<file path="config.mk">
export PLATFORM = sky130hd
export DESIGN_NAME = mul_seq_flat
export DESIGN_NICKNAME = d
export VERILOG_FILES = /design/src/rtl/mul_seq_pkg.sv /design/src/rtl/mul_seq_if.sv /design/src/rtl/mul_seq.sv /design/src/flat_wrapper.sv
export SDC_FILE = /design/constraint.sdc
export NUM_CORES = 1
export LEC_CHECK = 0
export ABC_AREA = 1
export ABC_CLOCK_PERIOD_IN_PS = 6300
export CAP_MARGIN = 25
export CORE_MARGIN = 2
export CORE_UTILIZATION = 40
export CTS_CLUSTER_SIZE = 30
export DETAILED_ROUTE_END_ITERATION = 7
export PLACE_DENSITY = 0.68
export SYNTH_ARGS = -nofsm -noshare
export SYNTH_HDL_FRONTEND = slang
export SYNTH_SLANG_ARGS = --single-unit
</file>
<file path="constraint.sdc">
create_clock -name clk -period 6.3 [get_ports clk]
set_input_delay 0.945 -clock clk [delete_from_list [all_inputs] [get_ports clk]]
set_output_delay 0.945 -clock clk [all_outputs]
set_load 0.03 [all_outputs]
</file>
<file path="src/rtl/mul_seq_pkg.sv">
// Shared constants for the sequential shift-and-add multiplier:
// ALU opcodes driven to the external ALU and the controller state encoding.
package mul_seq_pkg;

   localparam int unsigned ALU_CTRL_W = 4;
   localparam int unsigned SHAMT_W    = 5;

   localparam logic [ALU_CTRL_W-1:0] ALU_NOP = 4'b0000;
   localparam logic [ALU_CTRL_W-1:0] ALU_ADD = 4'b0010;
   localparam logic [ALU_CTRL_W-1:0] ALU_SLL = 4'b1000;

   typedef enum logic [1:0] {
      IDLE = 2'd0,
      ADD  = 2'd1,
      SHL  = 2'd2,
      DONE = 2'd3
   } state_e;

endpackage

</file>
<file path="src/rtl/mul_seq_if.sv">
// Request/result and shared-ALU signals of mul_seq; the slave modport is the
// multiplier's view, the master modport the CPU-top view (requester plus ALU).
interface mul_seq_if #(
   parameter int unsigned bit_size = 32
) ();
   import mul_seq_pkg::*;

   logic                  start;
   logic [bit_size-1:0]   mcand_in;
   logic [bit_size-1:0]   mplier_in;
   logic                  busy;
   logic                  done;
   logic [bit_size-1:0]   product;
   logic [ALU_CTRL_W-1:0] alu_ctrl;
   logic [bit_size-1:0]   alu_src1;
   logic [bit_size-1:0]   alu_src2;
   logic [SHAMT_W-1:0]    alu_shamt;
   logic [bit_size-1:0]   alu_result;

   modport slave (
      input  start, mcand_in, mplier_in, alu_result,
      output busy, done, product, alu_ctrl, alu_src1, alu_src2, alu_shamt
   );

   modport master (
      output start, mcand_in, mplier_in, alu_result,
      input  busy, done, product, alu_ctrl, alu_src1, alu_src2, alu_shamt
   );

endinterface

</file>
<file path="src/rtl/mul_seq.sv">
// Sequential unsigned multiplier: one ADD/SHL pair per multiplier bit, with the
// arithmetic done by an external ALU driven from registered alu_* outputs.
module mul_seq
   import mul_seq_pkg::*;
#(
   parameter int unsigned bit_size = 32
) (
   input  logic     clk,
   input  logic     rst,
   mul_seq_if.slave bus
);

   state_e                state_q, state_d;
   logic [bit_size-1:0]   acc_q, acc_d;
   logic [bit_size-1:0]   mcand_q, mcand_d;
   logic [bit_size-1:0]   mplier_q, mplier_d;
   logic [bit_size-1:0]   product_q, product_d;
   logic [ALU_CTRL_W-1:0] ctrl_q, ctrl_d;
   logic [bit_size-1:0]   src1_q, src1_d;
   logic [bit_size-1:0]   src2_q, src2_d;
   logic [SHAMT_W-1:0]    shamt_q, shamt_d;
   logic                  busy_q, busy_d;
   logic                  done_q, done_d;

   // Next state and datapath; outputs are pre-decoded from the next state so
   // they can be registered and still match the state they belong to.
   always_comb begin
      state_d   = state_q;
      acc_d     = acc_q;
      mcand_d   = mcand_q;
      mplier_d  = mplier_q;
      product_d = product_q;

      unique case (state_q)
         IDLE: begin
            if (bus.start) begin
               acc_d    = '0;
               mcand_d  = bus.mcand_in;
               mplier_d = bus.mplier_in;
               if (bus.mplier_in == '0) begin
                  state_d   = DONE;
                  product_d = '0;
               end else begin
                  state_d = ADD;
               end
            end
         end
         ADD: begin
            if (mplier_q[0]) acc_d = bus.alu_result;
            state_d = SHL;
         end
         SHL: begin
            mcand_d  = bus.alu_result;
            mplier_d = mplier_q >> 1;
            if (mplier_d == '0) begin
               state_d   = DONE;
               product_d = acc_q;
            end else begin
               state_d = ADD;
            end
         end
         DONE: state_d = IDLE;
         default: state_d = IDLE;
      endcase

      ctrl_d  = ALU_NOP;
      src1_d  = '0;
      src2_d  = '0;
      shamt_d = '0;
      unique case (state_d)
         ADD: begin
            ctrl_d = ALU_ADD;
            src1_d = acc_d;
            src2_d = mcand_d;
         end
         SHL: begin
            ctrl_d  = ALU_SLL;
            src2_d  = mcand_d;
            shamt_d = SHAMT_W'(1);
         end
         default: ;
      endcase

      busy_d = (state_d != IDLE);
      done_d = (state_d == DONE);
   end

   always_ff @(posedge clk) begin
      if (rst) begin
         state_q   <= IDLE;
         acc_q     <= '0;
         mcand_q   <= '0;
         mplier_q  <= '0;
         product_q <= '0;
         ctrl_q    <= ALU_NOP;
         src1_q    <= '0;
         src2_q    <= '0;
         shamt_q   <= '0;
         busy_q    <= 1'b0;
         done_q    <= 1'b0;
      end else begin
         state_q   <= state_d;
         acc_q     <= acc_d;
         mcand_q   <= mcand_d;
         mplier_q  <= mplier_d;
         product_q <= product_d;
         ctrl_q    <= ctrl_d;
         src1_q    <= src1_d;
         src2_q    <= src2_d;
         shamt_q   <= shamt_d;
         busy_q    <= busy_d;
         done_q    <= done_d;
      end
   end

   assign bus.busy      = busy_q;
   assign bus.done      = done_q;
   assign bus.product   = product_q;
   assign bus.alu_ctrl  = ctrl_q;
   assign bus.alu_src1  = src1_q;
   assign bus.alu_src2  = src2_q;
   assign bus.alu_shamt = shamt_q;

endmodule

</file>
<file path="src/flat_wrapper.sv">
// flat-port wrapper written by rule: the top's interface ports become plain ports
module mul_seq_flat import mul_seq_pkg::*;
#(
   parameter int unsigned bit_size = 32
)
  (clk, rst, bus_start, bus_mcand_in, bus_mplier_in, bus_alu_result, bus_busy, bus_done, bus_product, bus_alu_ctrl, bus_alu_src1, bus_alu_src2, bus_alu_shamt);
  mul_seq_if #(.bit_size(bit_size)) bus_i ();
  input  logic clk;
  input  logic rst;
  input wire logic [$bits(bus_i.start)-1:0] bus_start;
  input wire logic [$bits(bus_i.mcand_in)-1:0] bus_mcand_in;
  input wire logic [$bits(bus_i.mplier_in)-1:0] bus_mplier_in;
  input wire logic [$bits(bus_i.alu_result)-1:0] bus_alu_result;
  output wire logic [$bits(bus_i.busy)-1:0] bus_busy;
  output wire logic [$bits(bus_i.done)-1:0] bus_done;
  output wire logic [$bits(bus_i.product)-1:0] bus_product;
  output wire logic [$bits(bus_i.alu_ctrl)-1:0] bus_alu_ctrl;
  output wire logic [$bits(bus_i.alu_src1)-1:0] bus_alu_src1;
  output wire logic [$bits(bus_i.alu_src2)-1:0] bus_alu_src2;
  output wire logic [$bits(bus_i.alu_shamt)-1:0] bus_alu_shamt;
  assign bus_i.start = bus_start;
  assign bus_i.mcand_in = bus_mcand_in;
  assign bus_i.mplier_in = bus_mplier_in;
  assign bus_i.alu_result = bus_alu_result;
  assign bus_busy = bus_i.busy;
  assign bus_done = bus_i.done;
  assign bus_product = bus_i.product;
  assign bus_alu_ctrl = bus_i.alu_ctrl;
  assign bus_alu_src1 = bus_i.alu_src1;
  assign bus_alu_src2 = bus_i.alu_src2;
  assign bus_alu_shamt = bus_i.alu_shamt;
  mul_seq #(.bit_size(bit_size)) u_core (.clk(clk), .rst(rst), .bus(bus_i));
endmodule
</file>
==> results.json <==
{
  "status": "finished, final reports clean",
  "hpwl_um": 16800,
  "wirelength_um": 23600,
  "crit_family": "simple AND/OR/NAND/NOR gates",
  "fin_nets": 1261,
  "yosys-top-cells-count": "nor2_1, dfxtp_1, nand2_1, inv_1, nand3_1",
  "avgSynthCellArea_sq_um": 7.98,
  "core_sq_um": 19500,
  "fillers": 1796,
  "hold_path_class": "reg -> reg",
  "dp.cells": 1402,
  "vias": 7159,
  "cts_tree": "done",
  "crit_path_frequent_cell": "inv_2",
  "synthTopCellsByArea": "dfxtp_1, nor2_1, nand2_1",
  "synthArstFlopShare_pct": 0,
  "ir_drop_mv": 0.193,
  "cts_sinks": 198,
  "r2r.worst_path.cells": 12,
  "cts.clk_slew.worst_paths_ns": 0.07,
  "yosysSeqAreaShare_pct": 49.9,
  "grt_pass1_wl_um": 36800,
  "final_core_util_pct": 54.6,
  "cp_slowest_cell": "dfxtp_1",
  "fin_cells": 1436,
  "clk_path_buf_depth": 2,
  "timing.final.ws_setup_ns": 2.30,
  "synth-seq-cells": 198,
  "power_density_nw_per_um2": 272,
  "arrival_ns": 4.34,
  "synth_cell_types": 31,
  "drcViolationCount": 0,
  "yosysMostFrequentCell": "nor2_1",
  "grt_use_total_pct": 22.3,
  "critPathKind": "reg -> reg",
  "setup-violations-final": 0,
  "p_leak_nw": 4.29,
  "post_cts_buffers": 0,
  "antenna_found_initial": 0,
  "crit_chain": "inv_2 > nor2_8 > nand2_2 > nor2_4 > nand2_4 > nand3_2 > inv_2 > ha_1 > nand2_1 > inv_2 > nand2_1 > inv_1",
  "initial_utilization_pct": 40.8,
  "htreeDepth": 4,
  "max_freq_ghz": 0.250,
  "syn_to_final_growth_pct": 33.7,
  "critical-path-max-stage-delay_ns": 0.80,
  "yosys_warnings": 0,
  "pin_count": 206,
  "startpoint_type": "register",
  "routed_via_density": 4.99,
  "drv_cap": 0,
  "place_ws_ns": 2.13,
  "yosys.area.top_type_share_pct": 49.9,
  "drive_gt1_share_pct": 8.63,
  "tightest_slew_ns": 1.01,
  "cp-end-kind": "register",
  "synth-edff-count": 0,
  "relSlewSlack_pct": 32.3,
  "fin_setup_tns_ns": 0,
  "hold_buffers": 0,
  "rsz0062_at_grt": "false",
  "synth_ff_type": "dfxtp_1",
  "ant_nets": 0,
  "syn-instance-count": 996,
  "fp.dieH_um": 145,
  "rr_endpoint": "u_core.bus.alu_src2[13]$_SDFF_PP0_",
  "min_to": "u_core.mplier_q[31]$_SDFFE_PP0P_",
  "grt_max_degree": 79,
  "grt_pass1_vias": 6770,
  "rows": 51,
  "min_path_cells": 2,
  "min_period_ns": 4.00,
  "die-area_sq_um": 21000,
  "gp_congestion": 0.813,
  "yosys.area.top_type": "dfxtp_1",
  "drv_slew": 0,
  "cts_root_buf": "clkbuf_16",
  "antenna_cells": 0,
  "portBuffers": 199,
  "drtIter0Drc": 452,
  "post-route-period-util_pct": 63.6,
  "cp.required_ns": 6.63,
  "reg2reg_from": "u_core.state_q[1]$_SDFF_PP0_",
  "post_cts_resized": 0,
  "grt_remaining_overflow": 0,
  "syn_area_sq_um": 7950,
  "clk_latency_ns": 0.44,
  "routedWlPerCell_um": 16.4,
  "reg2reg_slack_ns": 2.30,
  "min_from": "u_core.mplier_q[31]$_SDFFE_PP0P_",
  "hold_violations": 0,
  "cts-buffers-inserted": 17,
  "finClkSkew_ns": 0.0108,
  "critPathBufInv": 4,
  "dr.pass1.iters": 5,
  "die_w_um": 145,
  "worstPathMaxFanout": 53
}
[worst max-delay path by stage]
stage                                 startpoint                                  to  slack [ns]  cells past startpoint
floorplan                      bus_mplier_in[31]  u_core.bus.alu_src1[10]$_SDFF_PP0_        3.88                     12
global placement    u_core.state_q[1]$_SDFF_PP0_   u_core.bus.alu_src1[8]$_SDFF_PP0_        2.26                      7
detailed placement  u_core.state_q[1]$_SDFF_PP0_   u_core.bus.alu_src1[2]$_SDFF_PP0_        2.13                      7
CTS                 u_core.state_q[1]$_SDFF_PP0_   u_core.bus.alu_src1[2]$_SDFF_PP0_        2.11                      7
global route        u_core.state_q[1]$_SDFF_PP0_  u_core.bus.alu_src2[13]$_SDFF_PP0_        1.91                     12
finish              u_core.state_q[1]$_SDFF_PP0_  u_core.bus.alu_src2[13]$_SDFF_PP0_        2.30                     12
[flip-flops by register name (all words and copies together), names as in the netlist]
signal,count
u_core.acc_q,32
u_core.bus.alu_src2,32
u_core.mplier_q,32
u_core.state_q,2
u_core.bus.product,32
u_core.bus.done,1
u_core.bus.alu_ctrl,2
u_core.bus.alu_src1,32
u_core.bus.busy,1
u_core.mcand_q,32
[power breakdown]
part	leakage (nW)	switching [mW]	internal, mW	total, mW
Sequential	1.61	0.0320	1.30	1.34
Clock	0.296	0.475	0.675	1.15
Combinational	2.38	0.249	0.161	0.410
Total	4.29	0.755	2.14	2.90
[routing by layer]
layer	share of wire, %	up-vias	track usage, %
met5	0	-	0
met4	2.9	0	8.76
met3	6.3	43	4.81
met2	47	264	36.3
met1	44	3349	29.0
li1	-	3503	-
[worst register-to-register path, delay by kind of cell, from the launching register on]
| family | cells | cell delay, ns |
|---|---|---|
| buffers and inverters | 4 | 0.52 |
| AND/OR/NAND/NOR | 7 | 2.33 |
| adder cells (fa/ha/maj) | 1 | 0.26 |
| flip-flops | 1 | 0.80 |
[layout make-up]
| type | count | area (sq um) | share of cell area, % |
|---|---|---|---|
| clock buffer | 20 | 447 | 4.20 |
| clock inverter | 12 | 175 | 1.65 |
| inverter | 120 | 450 | 4.24 |
| multi-input combinational | 616 | 3180 | 30.0 |
| sequential | 198 | 3960 | 37.3 |
| tap | 265 | 332 | 3.12 |
| timing repair buffer | 205 | 2070 | 19.5 |
[cells by family after synthesis]
family | count (synthesis) | synth area share [%]
buffers and inverters | 187 | 10.3
other | 1 | 0.0472
adders and majority gates | 4 | 0.630
DFF | 198 | 49.9
AOI/OAI and AO/OA | 162 | 14.8
and+or+nand+nor | 444 | 24.4
[through the flow]
| step | total power, mW | instance area (sq um) | hold WS (ns) |
|---|---|---|---|
| floorplan | 1.61 | 7970 | 0.439 |
| global placement | 1.77 | 9950 | 0.462 |
| detailed placement | 1.77 | 9950 | 0.460 |
| CTS | 2.91 | 10600 | 0.470 |
| global route | 3.00 | 10600 | 0.496 |
| finish | 2.90 | 10600 | 0.473 |
[layout by cell type (no fill, tap or decap), types with 3 or more instances in the layout]
master           instances
ha_1                     4
a21oi_1                 28
nand2_1                137
a22oi_1                  5
o221ai_1                 8
clkbuf_16               17
a21oi_2                 10
nor2_4                   6
bufinv_16                4
conb_1                   6
inv_2                    5
nand2_2                  6
nor2_1                 203
a221oi_1                 9
clkinv_2                 3
clkdlybuf4s50_1        198
clkinvlp_4               3
nand3_1                 76
o211ai_1                 9
buf_4                    5
o21ai_0                 41
a221oi_2                22
nand3_2                 11
o21ai_1                 26
inv_1                  115
dfxtp_1                198
Power figures use the tool's default switching activity.
